### config.mk
export PLATFORM = sky130hd
export DESIGN_NAME = cascade_alu_slice_exec_flat
export DESIGN_NICKNAME = d
export VERILOG_FILES = /design/src/rtl/cascade_alu_slice_exec_if.sv /design/src/rtl/cascade_alu_slice_exec.sv /design/src/flat_wrapper.sv
export SDC_FILE = /design/constraint.sdc
export NUM_CORES = 1
export LEC_CHECK = 0
export BUFFER_PORTS_ARGS = -buffer_cell sky130_fd_sc_hd__buf_2
export CORE_UTILIZATION = 52
export DETAILED_ROUTE_END_ITERATION = 8
export HOLD_SLACK_MARGIN = 0.02
export PLACE_DENSITY = 0.77
export SYNTH_ARGS = -nofsm -noshare
export SYNTH_HDL_FRONTEND = slang
export SYNTH_SLANG_ARGS = --single-unit
### constraint.sdc
create_clock -name clk -period 4 [get_ports clk]
set_input_delay 1 -clock clk [delete_from_list [all_inputs] [get_ports clk]]
set_output_delay 1 -clock clk [all_outputs]
set_load 0.01 [all_outputs]
### src/rtl/cascade_alu_slice_exec_if.sv
// Execute-stage handshake and operand bus for the cascaded slice ALU.
interface cascade_alu_slice_exec_if #(
    parameter int unsigned WIDTH = 32
);
    logic             start;
    logic [WIDTH-1:0] a;
    logic [WIDTH-1:0] b;
    logic             c_flag;
    logic [3:0]       alu_s;
    logic             alu_m;
    logic [1:0]       sel_c;
    logic             reverse;
    logic             clearA_bar;
    logic             clearB_bar;
    logic [WIDTH-1:0] result;
    logic             n_out;
    logic             z_out;
    logic             c_out;
    logic             v_out;
    logic             busy;
    logic             done;

    // Requester side: drives operands/control, receives result and flags.
    modport master (
        output start, a, b, c_flag, alu_s, alu_m, sel_c, reverse, clearA_bar, clearB_bar,
        input  result, n_out, z_out, c_out, v_out, busy, done
    );

    // ALU side.
    modport slave (
        input  start, a, b, c_flag, alu_s, alu_m, sel_c, reverse, clearA_bar, clearB_bar,
        output result, n_out, z_out, c_out, v_out, busy, done
    );
endinterface

### src/rtl/cascade_alu_slice_exec.sv
// Cascaded slice ALU: evaluates one SLICE-bit slice per clock, LSB first,
// with the inter-slice ripple carry held in a register.
module cascade_alu_slice_exec #(
    parameter int unsigned WIDTH = 32,
    parameter int unsigned SLICE = 4
) (
    input  logic                      clk,
    input  logic                      clear,
    cascade_alu_slice_exec_if.slave   io_alu
);
    localparam int unsigned NSLICE = WIDTH / SLICE;
    localparam int unsigned CNT_W  = (NSLICE > 1) ? $clog2(NSLICE) : 1;
    localparam int unsigned SUM_W  = SLICE + 1;
    localparam logic [CNT_W-1:0] LAST_CNT = CNT_W'(NSLICE - 1);

    typedef enum logic {
        ST_IDLE = 1'b0,
        ST_RUN  = 1'b1
    } state_t;

    state_t            r_state,  w_state_nxt;
    logic [CNT_W-1:0]  r_cnt,    w_cnt_nxt;
    logic              r_carry,  w_carry_nxt;
    logic [WIDTH-1:0]  r_x,      w_x_nxt;
    logic [WIDTH-1:0]  r_y,      w_y_nxt;
    logic              r_ci,     w_ci_nxt;
    logic              r_m,      w_m_nxt;
    logic [3:0]        r_s,      w_s_nxt;
    logic              r_cf,     w_cf_nxt;
    logic [WIDTH-1:0]  r_result, w_result_nxt;
    logic              r_n,      w_n_nxt;
    logic              r_z,      w_z_nxt;
    logic              r_c,      w_c_nxt;
    logic              r_v,      w_v_nxt;
    logic              r_busy,   w_busy_nxt;
    logic              r_done,   w_done_nxt;

    logic [WIDTH-1:0]  w_y_eff;
    int unsigned       w_sh;
    logic [SLICE-1:0]  w_x_sl;
    logic [SLICE-1:0]  w_y_sl;
    logic [SLICE-1:0]  w_ye_sl;
    logic              w_cin;
    logic [SUM_W-1:0]  w_sum;
    logic [SLICE-1:0]  w_logic;
    logic [SLICE-1:0]  w_slice;
    logic              w_cout;
    logic [WIDTH-1:0]  w_mask;
    logic [WIDTH-1:0]  w_res_ins;
    logic [WIDTH-1:0]  w_a_p;
    logic [WIDTH-1:0]  w_b_p;
    logic              w_ci_cap;

    assign io_alu.result = r_result;
    assign io_alu.n_out  = r_n;
    assign io_alu.z_out  = r_z;
    assign io_alu.c_out  = r_c;
    assign io_alu.v_out  = r_v;
    assign io_alu.busy   = r_busy;
    assign io_alu.done   = r_done;

    // Effective arithmetic Y: added, subtracted (one's complement) or dropped.
    always_comb begin
        w_y_eff = '0;
        if (r_s == 4'b1001) begin
            w_y_eff = r_y;
        end else if (r_s == 4'b0110) begin
            w_y_eff = ~r_y;
        end
    end

    // Current slice evaluation and its insertion into the result word.
    always_comb begin
        w_sh    = 32'(r_cnt) * SLICE;
        w_x_sl  = SLICE'(r_x >> w_sh);
        w_y_sl  = SLICE'(r_y >> w_sh);
        w_ye_sl = SLICE'(w_y_eff >> w_sh);
        w_cin   = (r_cnt == '0) ? r_ci : r_carry;
        w_sum   = {1'b0, w_x_sl} + {1'b0, w_ye_sl} + SUM_W'(w_cin);
        w_logic = '0;
        case (r_s)
            4'b0000: w_logic = ~w_x_sl;
            4'b0001: w_logic = ~(w_x_sl & w_y_sl);
            4'b0010: w_logic = ~w_x_sl | w_y_sl;
            4'b0011: w_logic = '1;
            4'b0100: w_logic = ~(w_x_sl | w_y_sl);
            4'b0101: w_logic = ~w_y_sl;
            4'b0110: w_logic = ~(w_x_sl ^ w_y_sl);
            4'b0111: w_logic = w_x_sl | ~w_y_sl;
            4'b1000: w_logic = ~w_x_sl & w_y_sl;
            4'b1001: w_logic = w_x_sl ^ w_y_sl;
            4'b1010: w_logic = w_y_sl;
            4'b1011: w_logic = w_x_sl | w_y_sl;
            4'b1100: w_logic = '0;
            4'b1101: w_logic = w_x_sl & ~w_y_sl;
            4'b1110: w_logic = w_x_sl & w_y_sl;
            default: w_logic = w_x_sl;
        endcase
        w_slice   = r_m ? w_sum[SLICE-1:0] : w_logic;
        w_cout    = r_m & w_sum[SLICE];
        w_mask    = WIDTH'({SLICE{1'b1}}) << w_sh;
        w_res_ins = (r_result & ~w_mask) | (WIDTH'(w_slice) << w_sh);
    end

    // Operand clearing and carry-in selection applied at capture.
    always_comb begin
        w_a_p = io_alu.clearA_bar ? io_alu.a : '0;
        w_b_p = io_alu.clearB_bar ? io_alu.b : '0;
        case (io_alu.sel_c)
            2'b00:   w_ci_cap = 1'b0;
            2'b01:   w_ci_cap = 1'b1;
            2'b10:   w_ci_cap = ~io_alu.c_flag;
            default: w_ci_cap = io_alu.c_flag;
        endcase
    end

    // Next-state and register-update logic for the IDLE/RUN controller.
    always_comb begin
        w_state_nxt  = r_state;
        w_cnt_nxt    = r_cnt;
        w_carry_nxt  = r_carry;
        w_x_nxt      = r_x;
        w_y_nxt      = r_y;
        w_ci_nxt     = r_ci;
        w_m_nxt      = r_m;
        w_s_nxt      = r_s;
        w_cf_nxt     = r_cf;
        w_result_nxt = r_result;
        w_n_nxt      = r_n;
        w_z_nxt      = r_z;
        w_c_nxt      = r_c;
        w_v_nxt      = r_v;
        w_busy_nxt   = r_busy;
        w_done_nxt   = 1'b0;
        case (r_state)
            ST_IDLE: begin
                if (io_alu.start) begin
                    w_x_nxt     = io_alu.reverse ? w_b_p : w_a_p;
                    w_y_nxt     = io_alu.reverse ? w_a_p : w_b_p;
                    w_ci_nxt    = w_ci_cap;
                    w_m_nxt     = io_alu.alu_m;
                    w_s_nxt     = io_alu.alu_s;
                    w_cf_nxt    = io_alu.c_flag;
                    w_cnt_nxt   = '0;
                    w_carry_nxt = 1'b0;
                    w_busy_nxt  = 1'b1;
                    w_state_nxt = ST_RUN;
                end
            end
            ST_RUN: begin
                w_result_nxt = w_res_ins;
                w_carry_nxt  = w_cout;
                w_cnt_nxt    = r_cnt + CNT_W'(1);
                if (r_cnt == LAST_CNT) begin
                    w_n_nxt     = w_res_ins[WIDTH-1];
                    w_z_nxt     = (w_res_ins == '0);
                    w_c_nxt     = r_m ? w_cout : r_cf;
                    w_v_nxt     = r_m & (r_x[WIDTH-1] == w_y_eff[WIDTH-1])
                                      & (w_res_ins[WIDTH-1] != r_x[WIDTH-1]);
                    w_cnt_nxt   = '0;
                    w_busy_nxt  = 1'b0;
                    w_done_nxt  = 1'b1;
                    w_state_nxt = ST_IDLE;
                end
            end
            default: begin
                w_state_nxt = ST_IDLE;
            end
        endcase
    end

    // State and datapath registers; clear aborts any operation in flight.
    always_ff @(posedge clk or negedge clear) begin
        if (!clear) begin
            r_state  <= ST_IDLE;
            r_cnt    <= '0;
            r_carry  <= 1'b0;
            r_x      <= '0;
            r_y      <= '0;
            r_ci     <= 1'b0;
            r_m      <= 1'b0;
            r_s      <= '0;
            r_cf     <= 1'b0;
            r_result <= '0;
            r_n      <= 1'b0;
            r_z      <= 1'b0;
            r_c      <= 1'b0;
            r_v      <= 1'b0;
            r_busy   <= 1'b0;
            r_done   <= 1'b0;
        end else begin
            r_state  <= w_state_nxt;
            r_cnt    <= w_cnt_nxt;
            r_carry  <= w_carry_nxt;
            r_x      <= w_x_nxt;
            r_y      <= w_y_nxt;
            r_ci     <= w_ci_nxt;
            r_m      <= w_m_nxt;
            r_s      <= w_s_nxt;
            r_cf     <= w_cf_nxt;
            r_result <= w_result_nxt;
            r_n      <= w_n_nxt;
            r_z      <= w_z_nxt;
            r_c      <= w_c_nxt;
            r_v      <= w_v_nxt;
            r_busy   <= w_busy_nxt;
            r_done   <= w_done_nxt;
        end
    end
endmodule

### src/flat_wrapper.sv
// flat-port wrapper written by rule: the top's interface ports become plain ports
module cascade_alu_slice_exec_flat 
#(
    parameter int unsigned WIDTH = 32,
    parameter int unsigned SLICE = 4
)
  (clk, clear, io_alu_start, io_alu_a, io_alu_b, io_alu_c_flag, io_alu_alu_s, io_alu_alu_m, io_alu_sel_c, io_alu_reverse, io_alu_clearA_bar, io_alu_clearB_bar, io_alu_result, io_alu_n_out, io_alu_z_out, io_alu_c_out, io_alu_v_out, io_alu_busy, io_alu_done);
  cascade_alu_slice_exec_if #(.WIDTH(WIDTH)) io_alu_i ();
  input  logic clk;
  input  logic clear;
  input wire logic [$bits(io_alu_i.start)-1:0] io_alu_start;
  input wire logic [$bits(io_alu_i.a)-1:0] io_alu_a;
  input wire logic [$bits(io_alu_i.b)-1:0] io_alu_b;
  input wire logic [$bits(io_alu_i.c_flag)-1:0] io_alu_c_flag;
  input wire logic [$bits(io_alu_i.alu_s)-1:0] io_alu_alu_s;
  input wire logic [$bits(io_alu_i.alu_m)-1:0] io_alu_alu_m;
  input wire logic [$bits(io_alu_i.sel_c)-1:0] io_alu_sel_c;
  input wire logic [$bits(io_alu_i.reverse)-1:0] io_alu_reverse;
  input wire logic [$bits(io_alu_i.clearA_bar)-1:0] io_alu_clearA_bar;
  input wire logic [$bits(io_alu_i.clearB_bar)-1:0] io_alu_clearB_bar;
  output wire logic [$bits(io_alu_i.result)-1:0] io_alu_result;
  output wire logic [$bits(io_alu_i.n_out)-1:0] io_alu_n_out;
  output wire logic [$bits(io_alu_i.z_out)-1:0] io_alu_z_out;
  output wire logic [$bits(io_alu_i.c_out)-1:0] io_alu_c_out;
  output wire logic [$bits(io_alu_i.v_out)-1:0] io_alu_v_out;
  output wire logic [$bits(io_alu_i.busy)-1:0] io_alu_busy;
  output wire logic [$bits(io_alu_i.done)-1:0] io_alu_done;
  assign io_alu_i.start = io_alu_start;
  assign io_alu_i.a = io_alu_a;
  assign io_alu_i.b = io_alu_b;
  assign io_alu_i.c_flag = io_alu_c_flag;
  assign io_alu_i.alu_s = io_alu_alu_s;
  assign io_alu_i.alu_m = io_alu_alu_m;
  assign io_alu_i.sel_c = io_alu_sel_c;
  assign io_alu_i.reverse = io_alu_reverse;
  assign io_alu_i.clearA_bar = io_alu_clearA_bar;
  assign io_alu_i.clearB_bar = io_alu_clearB_bar;
  assign io_alu_result = io_alu_i.result;
  assign io_alu_n_out = io_alu_i.n_out;
  assign io_alu_z_out = io_alu_i.z_out;
  assign io_alu_c_out = io_alu_i.c_out;
  assign io_alu_v_out = io_alu_i.v_out;
  assign io_alu_busy = io_alu_i.busy;
  assign io_alu_done = io_alu_i.done;
  cascade_alu_slice_exec #(.WIDTH(WIDTH), .SLICE(SLICE)) u_core (.clk(clk), .clear(clear), .io_alu(io_alu_i));
endmodule
==> impl_metrics.py, run 1 <==
metrics = {
    "clocking": {
        "cts_buffer_depth": 2,
        "numCtsBuffers": 17,
        "htree_levels": 4,
        "cts_tree": "built",
        "cts.root.buffer_cell": "clkbuf_16",
        "insertion_delay_ps": 430,
        "ctsHoldBuffers": 0,
        "clk_pin_slew_ps": 60,
        "cts_sinks": 114,
    },
    "power": {
        "ir_drop_mv": 0.4740,
        "finalPower_mw": 7.486,
        "p_per_area_nw_per_um2": 875.3,
        "power_leakage_nw": 4.006,
    },
    "floorplanning": {
        "die_x_um": 120.0,
        "die_y_um": 120.0,
        "core-area_um2": 13400,
        "start_util_pct": 54.05,
        "fp-row-count": 42,
        "die_area_um2": 14400,
        "design.portCount": 116,
    },
    "synth": {
        "postSynthAreaPerCell_um2": 8.613,
        "async_flop_share_pct": 100.0,
        "synthesis.area_um2": 7243,
        "yosys_most_used_dff": "dfrtp_1",
        "synth_seq_area_share_pct": 39.39,
        "postSynthCellCount": 841,
        "synth_edf_count": 0,
        "syn-num-nets": 946,
        "synth-warning-count": 0,
        "synth_cell_types": 75,
        "synth.ff_latch_count": 114,
    },
    "timing": {
        "skew_ps": 15.83,
        "maxSlewHeadroom_pct": 26.14,
        "tightestPinTransition_ps": 1108,
        "slew_viol_final": 0,
        "setup_violations": 0,
        "finalHoldViolations": 0,
        "max_freq_mhz": 264.9,
        "setup_tns_ps": 0,
        "finalCritPeriodShare_pct": 94.38,
        "rsz0062_at_grt": "no",
        "period_minus_slack_ps": 3775,
    },
    "drt": {
        "avgRoutedWirePerCell_um": 17.60,
        "vias_per_cell": 5.969,
        "routed_wl_mm": 19.74,
        "drt-initial-drc-count": 709,
        "ant_nets": 0,
        "firstDrtPassIters": 6,
        "num_vias": 6697,
        "drc": 0,
    },
    "global_route": {
        "grt_max_degree": 129,
        "grt_pass1_wl_mm": 32.06,
        "grt_pass1_vias": 6227,
        "grt_overflow_total": 0,
        "track_usage_pct": 28.75,
        "antenna_found_initial": 0,
    },
    "worst_setup_path": {
        "path_class": "reg2reg",
        "crit_start": "u_core.r_cnt[0]",
        "cp-end-kind": "flip-flop",
        "required_ps": 4330,
        "cp_max_fo": 13,
        "worstSetupStartpointType": "flip-flop",
        "arrival_ps": 4110,
        "timing.rr.start": "u_core.r_cnt[0]",
    },
    "final_layout": {
        "drive_gt1_share_pct": 21.88,
        "antennaDiodeCount": 0,
        "final_util_pct": 63.82,
        "nNetsFinal": 1038,
        "synthToLayoutAreaGrowth_pct": 18.07,
        "final_area_um2": 8552,
        "fill_cells": 1127,
    },
    "place": {
        "place.gp.congestion": 0.8940,
        "hpwl_mm": 14.13,
        "io_buffers": 115,
        "placed_area_um2": 7911,
    },
    "job": {
        "drv_cap": 0,
    },
    "min_path": {
        "hp-class": "reg2reg",
        "min_from": "u_core.r_x[22]",
    },
    "outcome": {
        "status": "complete, no violations",
    },
}
## power breakdown
group	switching (mW)	internal [mW]
registers	0.472	1.62
logic	2.21	1.67
clock network	0.574	0.941
total	3.25	4.23
## routing by layer
| metal | GRT usage (%) | vias up | routed length (um) |
|---|---|---|---|
| met2 | 42.46 | 291 | 8778 |
| met1 | 41.19 | 3167 | 9113 |
| met3 | 6.844 | 38 | 1471 |
| met5 | 0 | - | 0 |
| met4 | 9.922 | 0 | 378 |
| li1 | - | 3201 | - |
## synthesized netlist by cell type (2+ instances only)
cell type | n | area share (%)
nand2_1 | 176 | 9.1
dfrtp_1 | 114 | 39
nor2_1 | 84 | 4.4
o21ai_0 | 81 | 5.6
a31oi_1 | 70 | 6.0
clkbuf_1 | 48 | 2.5
a22o_1 | 32 | 3.9
ha_1 | 25 | 4.3
mux2i_1 | 18 | 2.5
inv_1 | 14 | 0.73
mux4_2 | 11 | 3.4
nand3_1 | 11 | 0.76
nor3_1 | 11 | 0.76
buf_2 | 10 | 0.69
nor2b_1 | 9 | 0.78
o22ai_1 | 9 | 0.78
a21oi_1 | 8 | 0.55
o21ai_1 | 7 | 0.48
and2_1 | 6 | 0.52
nand2b_1 | 6 | 0.52
buf_1 | 5 | 0.26
nor3b_1 | 5 | 0.52
nor4_1 | 5 | 0.43
a21o_1 | 3 | 0.31
a22oi_1 | 3 | 0.31
buf_6 | 3 | 0.47
inv_2 | 3 | 0.16
mux2i_4 | 3 | 0.93
nand3b_1 | 3 | 0.31
o31ai_1 | 3 | 0.31
a21oi_4 | 2 | 0.45
a221o_1 | 2 | 0.28
buf_4 | 2 | 0.21
fa_1 | 2 | 0.55
mux2_2 | 2 | 0.31
mux4_1 | 2 | 0.73
nor4bb_1 | 2 | 0.28
o2bb2ai_1 | 2 | 0.24
or4_1 | 2 | 0.21
xnor2_1 | 2 | 0.24
## cell type report
class	instances	area, um^2	share of cell area [%]
clock buffer	19	442.9	5.179
timing repair buffer	142	787.0	9.203
sequential	114	2854	33.37
clock inverter	13	150.1	1.756
tap	176	220.2	2.575
inverter	18	67.56	0.7901
multi-input combinational	640	4030	47.13
## sequential cells by signal, indices dropped and copies added (netlist names)
register	count
u_core.io_alu.busy	1
u_core.io_alu.c_out	1
u_core.io_alu.done	1
u_core.io_alu.n_out	1
u_core.io_alu.result	32
u_core.io_alu.v_out	1
u_core.io_alu.z_out	1
u_core.r_carry	1
u_core.r_cf	1
u_core.r_ci	1
u_core.r_cnt	3
u_core.r_m	1
u_core.r_s	4
u_core.r_state	1
u_core.r_x	32
u_core.r_y	32
## metrics by stage
| stage | worst slack (ps) | std cells | hold WS, ps |
|---|---|---|---|
| 2_1_floorplan | 176.8 | 841 | 441.6 |
| 3_3_place_gp | 160.2 | 1086 | 457.7 |
| 3_5_place_dp | 68.38 | 1086 | 467.0 |
| 5_1_grt | 29.71 | 1122 | 504.4 |
| 6_report | 224.8 | 1122 | 482.8 |
| 4_1_cts | 37.66 | 1118 | 480.7 |
## what timing repair did
item	CTS	global route
setup buffers	0	4
resized for setup	0	3
setup endpoints to repair	0	2
## cell usage in the layout, fill, tap and decap left out, drive strengths merged, types with 3 or more instances in the layout
master,instances
a21o,3
a21oi,10
a22o,32
a22oi,3
a31oi,70
and2,7
buf,142
clkbuf,19
clkinv,6
dfrtp,114
ha,25
inv,21
mux2,3
mux2i,21
mux4,13
nand2,176
nand2b,6
nand3,12
nand3b,3
nor2,84
nor2b,9
nor3,11
nor3b,5
nor4,5
o21ai,88
o22ai,10
o31ai,4
## cell families after synthesis
kind of cell	share of synthesized area (%)
and+or+nand+nor	19.49
AOI/OAI and AO/OA	22.61
DFF	39.39
buffers and inverters	5.251
muxes	8.032
adders and majority gates	4.871
xor gates and xnor gates	0.3628
## final timing paths
path                                                 to  slack, ps  cells after the start
worst max register to register      u_core.io_alu.z_out        220                     13
worst min register to register           u_core.r_x[22]        480                      2
worst max-delay path                u_core.io_alu.z_out        220                     13
worst min-delay path                     u_core.r_x[22]        480                      2
min in group asynchronous                 u_core.r_x[8]        580                      1
max in group asynchronous       u_core.io_alu.result[5]       2500                      2
## critical path, cell delays in order (launching register included)
cell       delay (ps)
dfrtp_2           480
buf_4             210
inv_1              90
ha_1              270
a21boi_0          120
a31o_2            260
fa_1              470
fa_1              560
a2111oi_4         360
a21oi_4           180
o21a_1            220
o21ai_1           110
o2111ai_1         130
o31ai_2           220
No activity file was read; power rests on OpenSTA's default activity.
==> run 2, diff against run 1 <==
--- a/config.mk
+++ b/config.mk
@@ -6,10 +6,12 @@
 export NUM_CORES = 1
 export LEC_CHECK = 0
 export BUFFER_PORTS_ARGS = -buffer_cell sky130_fd_sc_hd__buf_2
+export CORE_MARGIN = 4
 export CORE_UTILIZATION = 52
 export DETAILED_ROUTE_END_ITERATION = 8
 export HOLD_SLACK_MARGIN = 0.02
 export PLACE_DENSITY = 0.77
+export SETUP_SLACK_MARGIN = 0.05
 export SYNTH_ARGS = -nofsm -noshare
 export SYNTH_HDL_FRONTEND = slang
 export SYNTH_SLANG_ARGS = --single-unit
==> impl_metrics.py, run 2 (synthesis gave the netlist of run 1 again) <==
metrics = {
    "power": {
        "internal-power_mw": 4.358,
        "ir_drop_mv": 0.4010,
        "switching_share_pct": 42.37,
        "combPwrFrac_pct": 51.7,
        "p_switching_mw": 3.203,
        "clockPowerShare_pct": 20.9,
        "power_leakage_nw": 4.017,
        "p_per_area_nw_per_um2": 879.1,
        "seq_power_share_pct": 27.4,
    },
    "final_layout": {
        "antennaDiodeCount": 0,
        "nNetsFinal": 1037,
        "drive_gt1_share_pct": 22.22,
        "final_cell_mix": "nand2_1 (176), buf_2 (113), dfrtp_1 (112)",
        "fill_cells": 1137,
        "synthToLayoutAreaGrowth_pct": 18.74,
        "final_util_pct": 63.93,
        "final_common_cell": "nand2_1",
    },
    "clocking": {
        "htree_levels": 4,
        "cts_sinks": 114,
        "numCtsBuffers": 17,
        "cts_tree": "built",
        "cts.root.buffer_cell": "clkbuf_16",
        "insertion_delay_ps": 420,
        "clk_pin_slew_ps": 50,
        "cts_buffer_depth": 2,
    },
    "place": {
        "place.gp.congestion": 0.9151,
        "hpwl_mm": 14.20,
        "io_buffers": 115,
    },
    "timing": {
        "finalHoldViolations": 0,
        "tightestPinTransition_ps": 1104,
        "setup_violations": 0,
        "max_freq_mhz": 268.8,
        "period_minus_slack_ps": 3720,
        "finalCritPeriodShare_pct": 93.00,
        "rsz0062_at_grt": "no",
        "skew_ps": 7.549,
        "setup_tns_ps": 0,
        "maxSlewHeadroom_pct": 26.38,
        "slew_viol_final": 0,
    },
    "drt": {
        "firstDrtPassIters": 5,
        "top_layer_used": "met4",
        "wl_met1_mm": 9.178,
        "ant_nets": 0,
        "drc": 0,
        "routed_wl_mm": 19.54,
        "drt-initial-drc-count": 794,
        "vias_per_cell": 5.892,
        "met2_length_mm": 8.477,
        "routed-wl-met3_mm": 1.561,
        "avgRoutedWirePerCell_um": 17.43,
        "num_vias": 6605,
    },
    "global_route": {
        "track_usage_pct": 24.62,
        "antenna_found_initial": 0,
        "grt_pass1_vias": 6004,
        "grt_overflow_total": 0,
        "grt_max_degree": 129,
        "grt_pass1_wl_mm": 31.66,
    },
    "worst_setup_path": {
        "cp_max_fo": 10,
        "r2r_slack_ps": 280,
        "cp-end-kind": "flip-flop",
        "arrival_ps": 4040,
        "path_class": "reg2reg",
        "rr_worst_depth": 12,
        "required_ps": 4320,
        "worstSetupStartpointType": "flip-flop",
    },
    "floorplanning": {
        "die_y_um": 126.0,
        "fp-row-count": 42,
        "start_util_pct": 53.84,
        "design.portCount": 116,
        "die_area_um2": 15880,
        "die_x_um": 126.0,
        "core-area_um2": 13450,
    },
    "outcome": {
        "status": "complete, no violations",
    },
    "min_path": {
        "worstHoldPathCells": 2,
        "hp-class": "reg2reg",
    },
    "job": {
        "drv_cap": 0,
    },
}
run 2: power groups by stage:
| stage | Combinational, mW | Sequential, mW | Clock (mW) |
|---|---|---|---|
| 3_3_place_gp | 3.65 | 2.06 | 0 |
| 3_5_place_dp | 3.74 | 2.07 | 0 |
| 4_1_cts | 3.77 | 2.06 | 1.59 |
| 6_report | 3.91 | 2.07 | 1.58 |
| 2_1_floorplan | 2.76 | 1.96 | 0 |
| 5_1_grt | 4.28 | 2.13 | 1.64 |
run 2: what timing repair did:
item / CTS / global route
buffers inserted: 0 / 4
hold buffers: 0 / 0
gates resized for setup: 0 / 8
endpoints found under the hold margin: 0 / 0
endpoints found under the setup margin: 0 / 1
run 2: per-stage QoR:
step / instance area (um^2) / total power, mW / hold slack, ps / instances / worst slack, ps
4_1_cts: 8532 / 7.411 / 480.2 / 1117 / 60.96
5_1_grt: 8601 / 8.041 / 501.0 / 1121 / 62.25
3_3_place_gp: 7916 / 5.718 / 459.3 / 1085 / 195.6
6_report: 8601 / 7.561 / 481.5 / 1121 / 280.0
2_1_floorplan: 7243 / 4.716 / 441.6 / 841 / 176.8
3_5_place_dp: 7916 / 5.805 / 463.7 / 1085 / 98.42
run 2: critical path, cell delays in order (launching register included):
cell       delay [ps]
dfrtp_2           430
mux4_2            500
nor2_1            100
a221o_1           200
inv_2              80
fa_1              450
fa_1              550
a2111oi_4         430
a21oi_4           180
o21a_1            220
o21ai_1           130
o2111ai_1         130
o31ai_2           200
run 2: layout make-up:
class	count	area, um^2	area share, %
Sequential cell	114	2855	33.20
Multi-Input combinational cell	640	4046	47.05
Tap cell	176	220.2	2.560
Clock buffer	17	425.4	4.946
Inverter	18	71.32	0.8292
Timing Repair Buffer	141	792.0	9.209
Clock inverter	15	190.2	2.211
run 2: routing by layer:
layer	global-route usage, %	up-vias
li1	-	3189
met1	37.40	3108
met2	35.71	273
met3	5.588	35
met4	6.435	0
met5	0	-
run 2: worst paths after layout:
path / startpoint / end
setup / recovery: u_core.r_cnt[1] / u_core.io_alu.z_out
setup reg to reg: u_core.r_cnt[1] / u_core.io_alu.z_out
hold reg to reg: u_core.r_cf / u_core.r_cf
max in group asynchronous: clear / u_core.io_alu.result[12]
min in group asynchronous: clear / u_core.r_x[6]
hold / removal: u_core.r_cf / u_core.r_cf
